--- src/rtl/dbg_pkg.sv ---
// Shared definitions for the Risc32 debug/load responder: opcodes, FSM states, field widths.
// Opcode legality depends on DBG_BREAKPOINT_EN (enables OP_SET_BP).
package dbg_pkg;

    localparam int DATA_W    = 32;
    localparam int OP_W      = 4;
    localparam int REG_IDX_W = 5;

    localparam logic [OP_W-1:0] OP_RD_REG  = 4'd0;
    localparam logic [OP_W-1:0] OP_WR_IMEM = 4'd1;
    localparam logic [OP_W-1:0] OP_WR_DMEM = 4'd2;
    localparam logic [OP_W-1:0] OP_RD_DMEM = 4'd3;
    localparam logic [OP_W-1:0] OP_SET_PC  = 4'd4;
    localparam logic [OP_W-1:0] OP_STEP    = 4'd5;
    localparam logic [OP_W-1:0] OP_RUN     = 4'd6;
    localparam logic [OP_W-1:0] OP_HALT    = 4'd7;
    localparam logic [OP_W-1:0] OP_SET_BP  = 4'd8;

    typedef enum logic [2:0] {
        ST_IDLE,
        ST_EXEC,
        ST_RD_WAIT,
        ST_STEPPING,
        ST_RUNNING,
        ST_RESP
    } state_t;

    function automatic logic op_defined(input logic [OP_W-1:0] op);
`ifdef DBG_BREAKPOINT_EN
        return (op <= OP_SET_BP);
`else
        return (op <= OP_HALT);
`endif
    endfunction

    // While the core free-runs only commands that cannot disturb it are honoured.
    function automatic logic op_legal(input logic [OP_W-1:0] op, input logic running);
        logic ok;
        ok = op_defined(op);
        if (running) begin
`ifdef DBG_BREAKPOINT_EN
            ok = ok && (op == OP_HALT || op == OP_SET_BP);
`else
            ok = ok && (op == OP_HALT);
`endif
        end
        return ok;
    endfunction

endpackage

--- src/rtl/dbg_cmd_responder_step_counter.sv ---
// Core clock-enable generator: loadable down-counter for STEP, free-run mode for RUN,
// immediate halt, and an abort input used by the breakpoint logic.
module dbg_step_counter #(
    parameter int STEP_W = 16
) (
    input  logic              clk,
    input  logic              rst_n,
    input  logic              step_load,
    input  logic [STEP_W-1:0] step_count,
    input  logic              run_start,
    input  logic              halt,
    input  logic              abort,
    output logic              cpu_run,
    output logic              active,
    output logic              run_mode,
    output logic              done
);

    logic [STEP_W-1:0] count;

    always_ff @(posedge clk or negedge rst_n) begin
        if (!rst_n) begin
            active   <= 1'b0;
            run_mode <= 1'b0;
            count    <= '0;
            done     <= 1'b0;
        end else begin
            done <= 1'b0;
            if (halt) begin
                active   <= 1'b0;
                run_mode <= 1'b0;
                count    <= '0;
            end else if (abort && active) begin
                active   <= 1'b0;
                run_mode <= 1'b0;
                count    <= '0;
                done     <= 1'b1;
            end else if (step_load) begin
                count    <= step_count;
                run_mode <= 1'b0;
                if (step_count == '0) begin
                    done <= 1'b1;
                end else begin
                    active <= 1'b1;
                end
            end else if (run_start) begin
                active   <= 1'b1;
                run_mode <= 1'b1;
            end else if (active && !run_mode) begin
                count <= count - STEP_W'(1);
                if (count == STEP_W'(1)) begin
                    active <= 1'b0;
                    done   <= 1'b1;
                end
            end
        end
    end

    // Abort gates the enable in the same cycle so the breakpoint instruction never retires.
    assign cpu_run = active && !abort;

endmodule

--- src/rtl/dbg_cmd_responder.sv ---
// Debug/load responder for the Risc32 core: valid/ready command link driving memory,
// register-file and PC debug ports plus the core clock-enable. Optional macro: DBG_BREAKPOINT_EN.
module dbg_cmd_responder
    import dbg_pkg::*;
#(
    parameter int IMEM_ROWS = 16,
    parameter int DMEM_ROWS = 32,
    parameter int STEP_W    = 16
) (
    input  logic                         clk,
    input  logic                         rst_n,
    input  logic                         cmd_valid,
    output logic                         cmd_ready,
    input  logic [OP_W-1:0]              cmd_op,
    input  logic [DATA_W-1:0]            cmd_addr,
    input  logic [DATA_W-1:0]            cmd_data,
    output logic                         rsp_valid,
    input  logic                         rsp_ready,
    output logic [DATA_W-1:0]            rsp_data,
    output logic                         rsp_err,
    output logic                         cpu_run,
    input  logic [DATA_W-1:0]            pc_current,
    output logic                         pc_load,
    output logic [DATA_W-1:0]            pc_value,
    output logic                         imem_we,
    output logic [$clog2(IMEM_ROWS)-1:0] imem_addr,
    output logic                         dmem_we,
    output logic [$clog2(DMEM_ROWS)-1:0] dmem_addr,
    output logic [DATA_W-1:0]            mem_wdata,
    input  logic [DATA_W-1:0]            dmem_rdata,
    output logic [REG_IDX_W-1:0]         reg_raddr,
    input  logic [DATA_W-1:0]            reg_rdata
);

    localparam int IMEM_AW = $clog2(IMEM_ROWS);
    localparam int DMEM_AW = $clog2(DMEM_ROWS);
    localparam int ADDR_HI = ((IMEM_AW > DMEM_AW) ? IMEM_AW : DMEM_AW) + 1;

    state_t            state;
    logic [OP_W-1:0]   op_q;
    logic              err_q;
    logic [STEP_W-1:0] step_q;
    logic              step_load;
    logic              run_start;
    logic              accept;
    logic              halt_req;
    logic              cmd_legal;
    logic              core_active;
    logic              core_running;
    logic              step_done;
    logic              bp_hit;
    logic              bp_pending;
    logic              unused_addr_bits;

`ifdef DBG_BREAKPOINT_EN
    logic              bp_valid;
    logic [DATA_W-1:0] bp_pc;
    assign bp_hit = bp_valid && core_active && (pc_current == bp_pc);
`else
    assign bp_hit     = 1'b0;
    assign bp_pending = 1'b0;
`endif

    assign unused_addr_bits = ^{cmd_addr[DATA_W-1:ADDR_HI+1], core_active};

    // A queued breakpoint report must go out before the next command is taken.
    assign cmd_ready = (state == ST_IDLE || state == ST_RUNNING) && !bp_pending;
    assign accept    = cmd_valid && cmd_ready;
    assign cmd_legal = op_legal(cmd_op, core_running);
    assign halt_req  = accept && (cmd_op == OP_HALT);

    dbg_step_counter #(
        .STEP_W(STEP_W)
    ) u_step_counter (
        .clk       (clk),
        .rst_n     (rst_n),
        .step_load (step_load),
        .step_count(step_q),
        .run_start (run_start),
        .halt      (halt_req),
        .abort     (bp_hit),
        .cpu_run   (cpu_run),
        .active    (core_active),
        .run_mode  (core_running),
        .done      (step_done)
    );

    always_ff @(posedge clk or negedge rst_n) begin
        if (!rst_n) begin
            state     <= ST_IDLE;
            op_q      <= '0;
            err_q     <= 1'b0;
            step_q    <= '0;
            step_load <= 1'b0;
            run_start <= 1'b0;
            rsp_valid <= 1'b0;
            rsp_err   <= 1'b0;
            rsp_data  <= '0;
            pc_load   <= 1'b0;
            pc_value  <= '0;
            imem_we   <= 1'b0;
            imem_addr <= '0;
            dmem_we   <= 1'b0;
            dmem_addr <= '0;
            mem_wdata <= '0;
            reg_raddr <= '0;
`ifdef DBG_BREAKPOINT_EN
            bp_valid   <= 1'b0;
            bp_pc      <= '0;
            bp_pending <= 1'b0;
`endif
        end else begin
            imem_we   <= 1'b0;
            dmem_we   <= 1'b0;
            pc_load   <= 1'b0;
            step_load <= 1'b0;
            run_start <= 1'b0;
`ifdef DBG_BREAKPOINT_EN
            if (bp_hit && core_running) begin
                bp_pending <= 1'b1;
            end
`endif
            case (state)
                ST_IDLE, ST_RUNNING: begin
`ifdef DBG_BREAKPOINT_EN
                    if (bp_pending) begin
                        rsp_data   <= bp_pc;
                        rsp_err    <= 1'b0;
                        rsp_valid  <= 1'b1;
                        bp_pending <= 1'b0;
                        state      <= ST_RESP;
                    end else
`endif
                    if (accept) begin
                        op_q      <= cmd_op;
                        err_q     <= !cmd_legal;
                        step_q    <= cmd_data[STEP_W-1:0];
                        pc_value  <= cmd_data;
                        mem_wdata <= cmd_data;
                        imem_addr <= cmd_addr[IMEM_AW+1:2];
                        dmem_addr <= cmd_addr[DMEM_AW+1:2];
                        reg_raddr <= cmd_addr[REG_IDX_W-1:0];
                        imem_we   <= cmd_legal && (cmd_op == OP_WR_IMEM);
                        dmem_we   <= cmd_legal && (cmd_op == OP_WR_DMEM);
                        pc_load   <= cmd_legal && (cmd_op == OP_SET_PC);
                        step_load <= cmd_legal && (cmd_op == OP_STEP);
                        run_start <= cmd_legal && (cmd_op == OP_RUN);
`ifdef DBG_BREAKPOINT_EN
                        if (cmd_legal && cmd_op == OP_SET_BP) begin
                            bp_pc    <= cmd_data;
                            bp_valid <= 1'b1;
                        end
`endif
                        state <= ST_EXEC;
                    end
                end

                ST_EXEC: begin
                    if (err_q) begin
                        rsp_data  <= '0;
                        rsp_err   <= 1'b1;
                        rsp_valid <= 1'b1;
                        state     <= ST_RESP;
                    end else begin
                        case (op_q)
                            OP_RD_REG: begin
                                rsp_data  <= reg_rdata;
                                rsp_valid <= 1'b1;
                                state     <= ST_RESP;
                            end
                            OP_RD_DMEM: state <= ST_RD_WAIT;
                            OP_STEP:    state <= ST_STEPPING;
                            OP_RUN, OP_HALT: begin
                                rsp_data  <= pc_current;
                                rsp_valid <= 1'b1;
                                state     <= ST_RESP;
                            end
                            default: begin
                                rsp_data  <= '0;
                                rsp_valid <= 1'b1;
                                state     <= ST_RESP;
                            end
                        endcase
                    end
                end

                ST_RD_WAIT: begin
                    rsp_data  <= dmem_rdata;
                    rsp_valid <= 1'b1;
                    state     <= ST_RESP;
                end

                // The done pulse arrives once the final retired instruction has updated the PC.
                ST_STEPPING: begin
                    if (step_done) begin
                        rsp_data  <= pc_current;
                        rsp_valid <= 1'b1;
                        state     <= ST_RESP;
                    end
                end

                ST_RESP: begin
                    if (rsp_ready) begin
                        rsp_valid <= 1'b0;
                        rsp_err   <= 1'b0;
                        state     <= core_running ? ST_RUNNING : ST_IDLE;
                    end
                end

                default: state <= ST_IDLE;
            endcase
        end
    end

endmodule

--- config.mk ---
export PLATFORM = sky130hd
export DESIGN_NAME = dbg_cmd_responder
export DESIGN_NICKNAME = d
export VERILOG_FILES = /design/src/rtl/dbg_pkg.sv /design/src/rtl/dbg_cmd_responder_step_counter.sv /design/src/rtl/dbg_cmd_responder.sv
export SDC_FILE = /design/constraint.sdc
export NUM_CORES = 1
export LEC_CHECK = 0
export ABC_AREA = 1
export ABC_CLOCK_PERIOD_IN_PS = 2600
export BUFFER_PORTS_ARGS = -buffer_cell sky130_fd_sc_hd__clkbuf_2
export CAP_MARGIN = 20
export CORE_MARGIN = 5
export CORE_UTILIZATION = 51
export DETAILED_ROUTE_END_ITERATION = 10
export GPL_ROUTABILITY_DRIVEN = 0
export PLACE_DENSITY = 0.92
export SLEW_MARGIN = 15
export SYNTH_ARGS = -nofsm -noshare
export SYNTH_HDL_FRONTEND = slang
export SYNTH_SLANG_ARGS = --single-unit
--- constraint.sdc ---
create_clock -name clk -period 2.6 [get_ports clk]
set_clock_uncertainty 0.15 [all_clocks]
set_input_delay 0.65 -clock clk [delete_from_list [all_inputs] [get_ports clk]]
set_output_delay 0.65 -clock clk [all_outputs]
set_load 0.005 [all_outputs]
==> results.sh <==
export IMPL_path_class="flop to flop"
export IMPL_drive_gt1_frac=0.271
export IMPL_io_pin_count=285
export IMPL_cts_buffers=9
export IMPL_met2_usage=0.452
export IMPL_num_rows=40
export IMPL_yosysUniqueCellTypes=28
export IMPL_synthesis_nets=1089
export IMPL_slew_viol_final=0
export IMPL_area_growth_pct=23.6
export IMPL_run_status="completed"
export IMPL_grt_total_usage=0.251
export IMPL_fin_util=0.641
export IMPL_synth_area_top_cells="dfrtp_1, nand2_1, nand3_1"
export IMPL_antenna_cells=0
export IMPL_grt_pass1_vias=6453
export IMPL_n_fill_cell=1100
export IMPL_htreeDepth=3
export IMPL_power_density_nw_per_um2=1080
export IMPL_initial_core_util=0.519
export IMPL_max_freq_mhz=418
export IMPL_antenna_found_initial=0
export IMPL_grt_max_degree=73
export IMPL_layout_cells_non_filler=1271
export IMPL_clkTransAtPathRegs_ns=0.07
export IMPL_drtAntennaViolNets=0
export IMPL_rrSetupSlack_ns=0.21
export IMPL_dp_slack_ns=-0.289
export IMPL_post_dp_hpwl_mm=13.2
export IMPL_slowest_stage="nor3_4"
export IMPL_die_h_um=121
export IMPL_hp_class="flop to flop"
export IMPL_drt_vias_per_instance=5.22
export IMPL_grt_use_met3=0.0585
export IMPL_synth_top_area_cell="dfrtp_1"
export IMPL_worst_slew_margin_rel=0.464
export IMPL_cap_violations=0
export IMPL_die_w_um=121
export IMPL_syn_cell_area_um2=6230
export IMPL_portBuffers=259
export IMPL_layout_setup_ws_ns=0.207
export IMPL_finalSetupViolations=0
export IMPL_placed_cells=1253
export IMPL_netlist_instances=919
export IMPL_drt_first_pass_iters=5
export IMPL_clockRootBuffer="clkbuf_16"
export IMPL_fin_crit_sh=0.920
export IMPL_rsz0062_at_grt="false"
export IMPL_crit_path_max_fanout=33
export IMPL_cts_path_max_buffers=2
export IMPL_cts_setup_buffers=0
export IMPL_arrival_ns=2.47
export IMPL_avgRoutedWirePerCell_um=14.7
export IMPL_vias=6636
export IMPL_avgSynthCellArea_um2=6.78
export IMPL_final_common_cell="nand2_1"
export IMPL_grt_pass1_wl_mm=30.0
export IMPL_crit_path_max_incr_delay_ns=0.67
export IMPL_irDropWorstVdd_mv=0.620
export IMPL_busiest_layer="met2"
export IMPL_met1_usage=0.295
export IMPL_grt_overflow_total=0
export IMPL_setup_tns_ns=0
export IMPL_die_area_um2=14500
export IMPL_cpMostUsedCell="nand2_1"
export IMPL_drcViolationCount=0
export IMPL_tritoncts="built"
export IMPL_power_leakage_nw=4.54
export IMPL_finalWirelength_mm=18.6
export IMPL_core_area_um2=12000
export IMPL_required_ns=2.68
export IMPL_worst_pin_slew_ns=0.801
export IMPL_period_minus_slack_ns=2.39
export IMPL_fin_nets=1290
export IMPL_worst_setup_path_start_kind="flop"
export IMPL_crit_path_end_kind="flop"
export IMPL_hold_viol=0
export IMPL_crit_chain="nor2_4 -> nand2_2 -> nor2_2 -> nor3_4 -> nand2_4 -> nand2_1 -> nand2_1"
export IMPL_clk_latency_ns=0.34
export IMPL_numClockSinks=105
export IMPL_whs_ns=0.329
export IMPL_ys_ff_latch=105
export IMPL_drt_iter0_drc=645
export IMPL_synth_top_area_frac=0.422
export IMPL_ys_warnings_count=0
export IMPL_mostFrequentLayoutCells="nand2_1, clkbuf_2, nand3_1"
export IMPL_ys_seq_area_frac=0.422
==> cells in the mapped netlist <==
library cell,instances
a21oi_1,12
nand2_4,1
a211oi_1,1
clkbuf_1,26
buf_6,1
o211ai_1,1
nor3_4,1
a22o_1,1
nand4_1,6
o21ai_0,22
ha_1,2
nand2_2,3
nand3_4,1
o22ai_1,1
dfrtp_1,105
nand3_1,164
buf_2,11
nor2_4,1
nor3b_1,1
xnor2_1,1
nor3_1,3
nor2_2,3
buf_4,43
nor2_1,58
inv_1,44
buf_1,3
nand2_1,399
inv_2,4
==> where the power goes <==
part	internal, W	leakage [nW]	switching, W	total, W
clock	0.000919	0.162	0.000574	0.00149
combinational	0.00146	3.04	0.00253	0.00399
sequential	0.00222	1.33	0.000592	0.00281
==> logic make-up after synthesis <==
logic type | after synthesis | share of synthesized area
AOI/OAI and AO/OA | 38 | 0.0321
xor gates and xnor gates | 1 | 0.00141
adders and majority gates | 2 | 0.00402
buffers and inverters | 132 | 0.109
DFF | 105 | 0.422
and+or+nand+nor | 641 | 0.432
==> per-layer routing <==
layer,vias up,wire length (µm)
met1,3055,7240
met2,276,9520
met5,-,0
li1,3280,-
met4,0,248
met3,25,1630
==> timing repair <==
action	in CTS	in global routing
pin swaps	1	0
gates resized for setup	0	1
hold buffers	1	0
endpoints found under the hold margin	5	0
gates cloned	1	0
setup endpoints to repair	33	33
==> final cells by class <==
type / count / area, µm² / area share
well taps: 147 / 184 / 0.0239
inverters: 48 / 180 / 0.0234
flip-flops and latches: 105 / 2630 / 0.341
clock inverters: 2 / 60.1 / 0.00780
multi-input cells: 683 / 2950 / 0.383
repair buffers: 273 / 1430 / 0.186
clock buffers: 13 / 270 / 0.0351
==> per-stage QoR <==
| stage | instance area (µm²) | power (W) |
|---|---|---|
| final | 7700 | 0.00830 |
| after global routing | 7700 | 0.00901 |
| after CTS | 7690 | 0.00831 |
| after detailed placement | 7340 | 0.00675 |
| after global placement | 7340 | 0.00663 |
| after floorplan | 6230 | 0.00557 |
==> final timing paths <==
check                                       from                   endpoint  cells past startpoint
max                         state[2]$_DFFE_PN0P_    rsp_data[9]$_DFFE_PN0P_                      7
min                        rsp_valid$_DFFE_PN0P_      rsp_valid$_DFFE_PN0P_                      2
max reg2reg                 state[2]$_DFFE_PN0P_    rsp_data[9]$_DFFE_PN0P_                      7
min reg2reg                rsp_valid$_DFFE_PN0P_      rsp_valid$_DFFE_PN0P_                      2
max in group asynchronous                  rst_n  mem_wdata[12]$_DFFE_PN0P_                      3
min in group asynchronous                  rst_n    rsp_data[0]$_DFFE_PN0P_                      2
==> worst max-delay path, delay by kind of cell, from the launching register on <==
kind             cells  cell delay, ns
AND/OR/NAND/NOR      7            1.57
flip-flops           1            0.56
==> registers in the layout, indices dropped and copies added (netlist names), 2 cells and up <==
register / count
u_step_counter.count: 16
imem_addr: 3
reg_raddr: 2
dmem_addr: 2
state: 3
op_q: 4
rsp_data: 32
mem_wdata: 32
(Power assumes the default switching activity.)
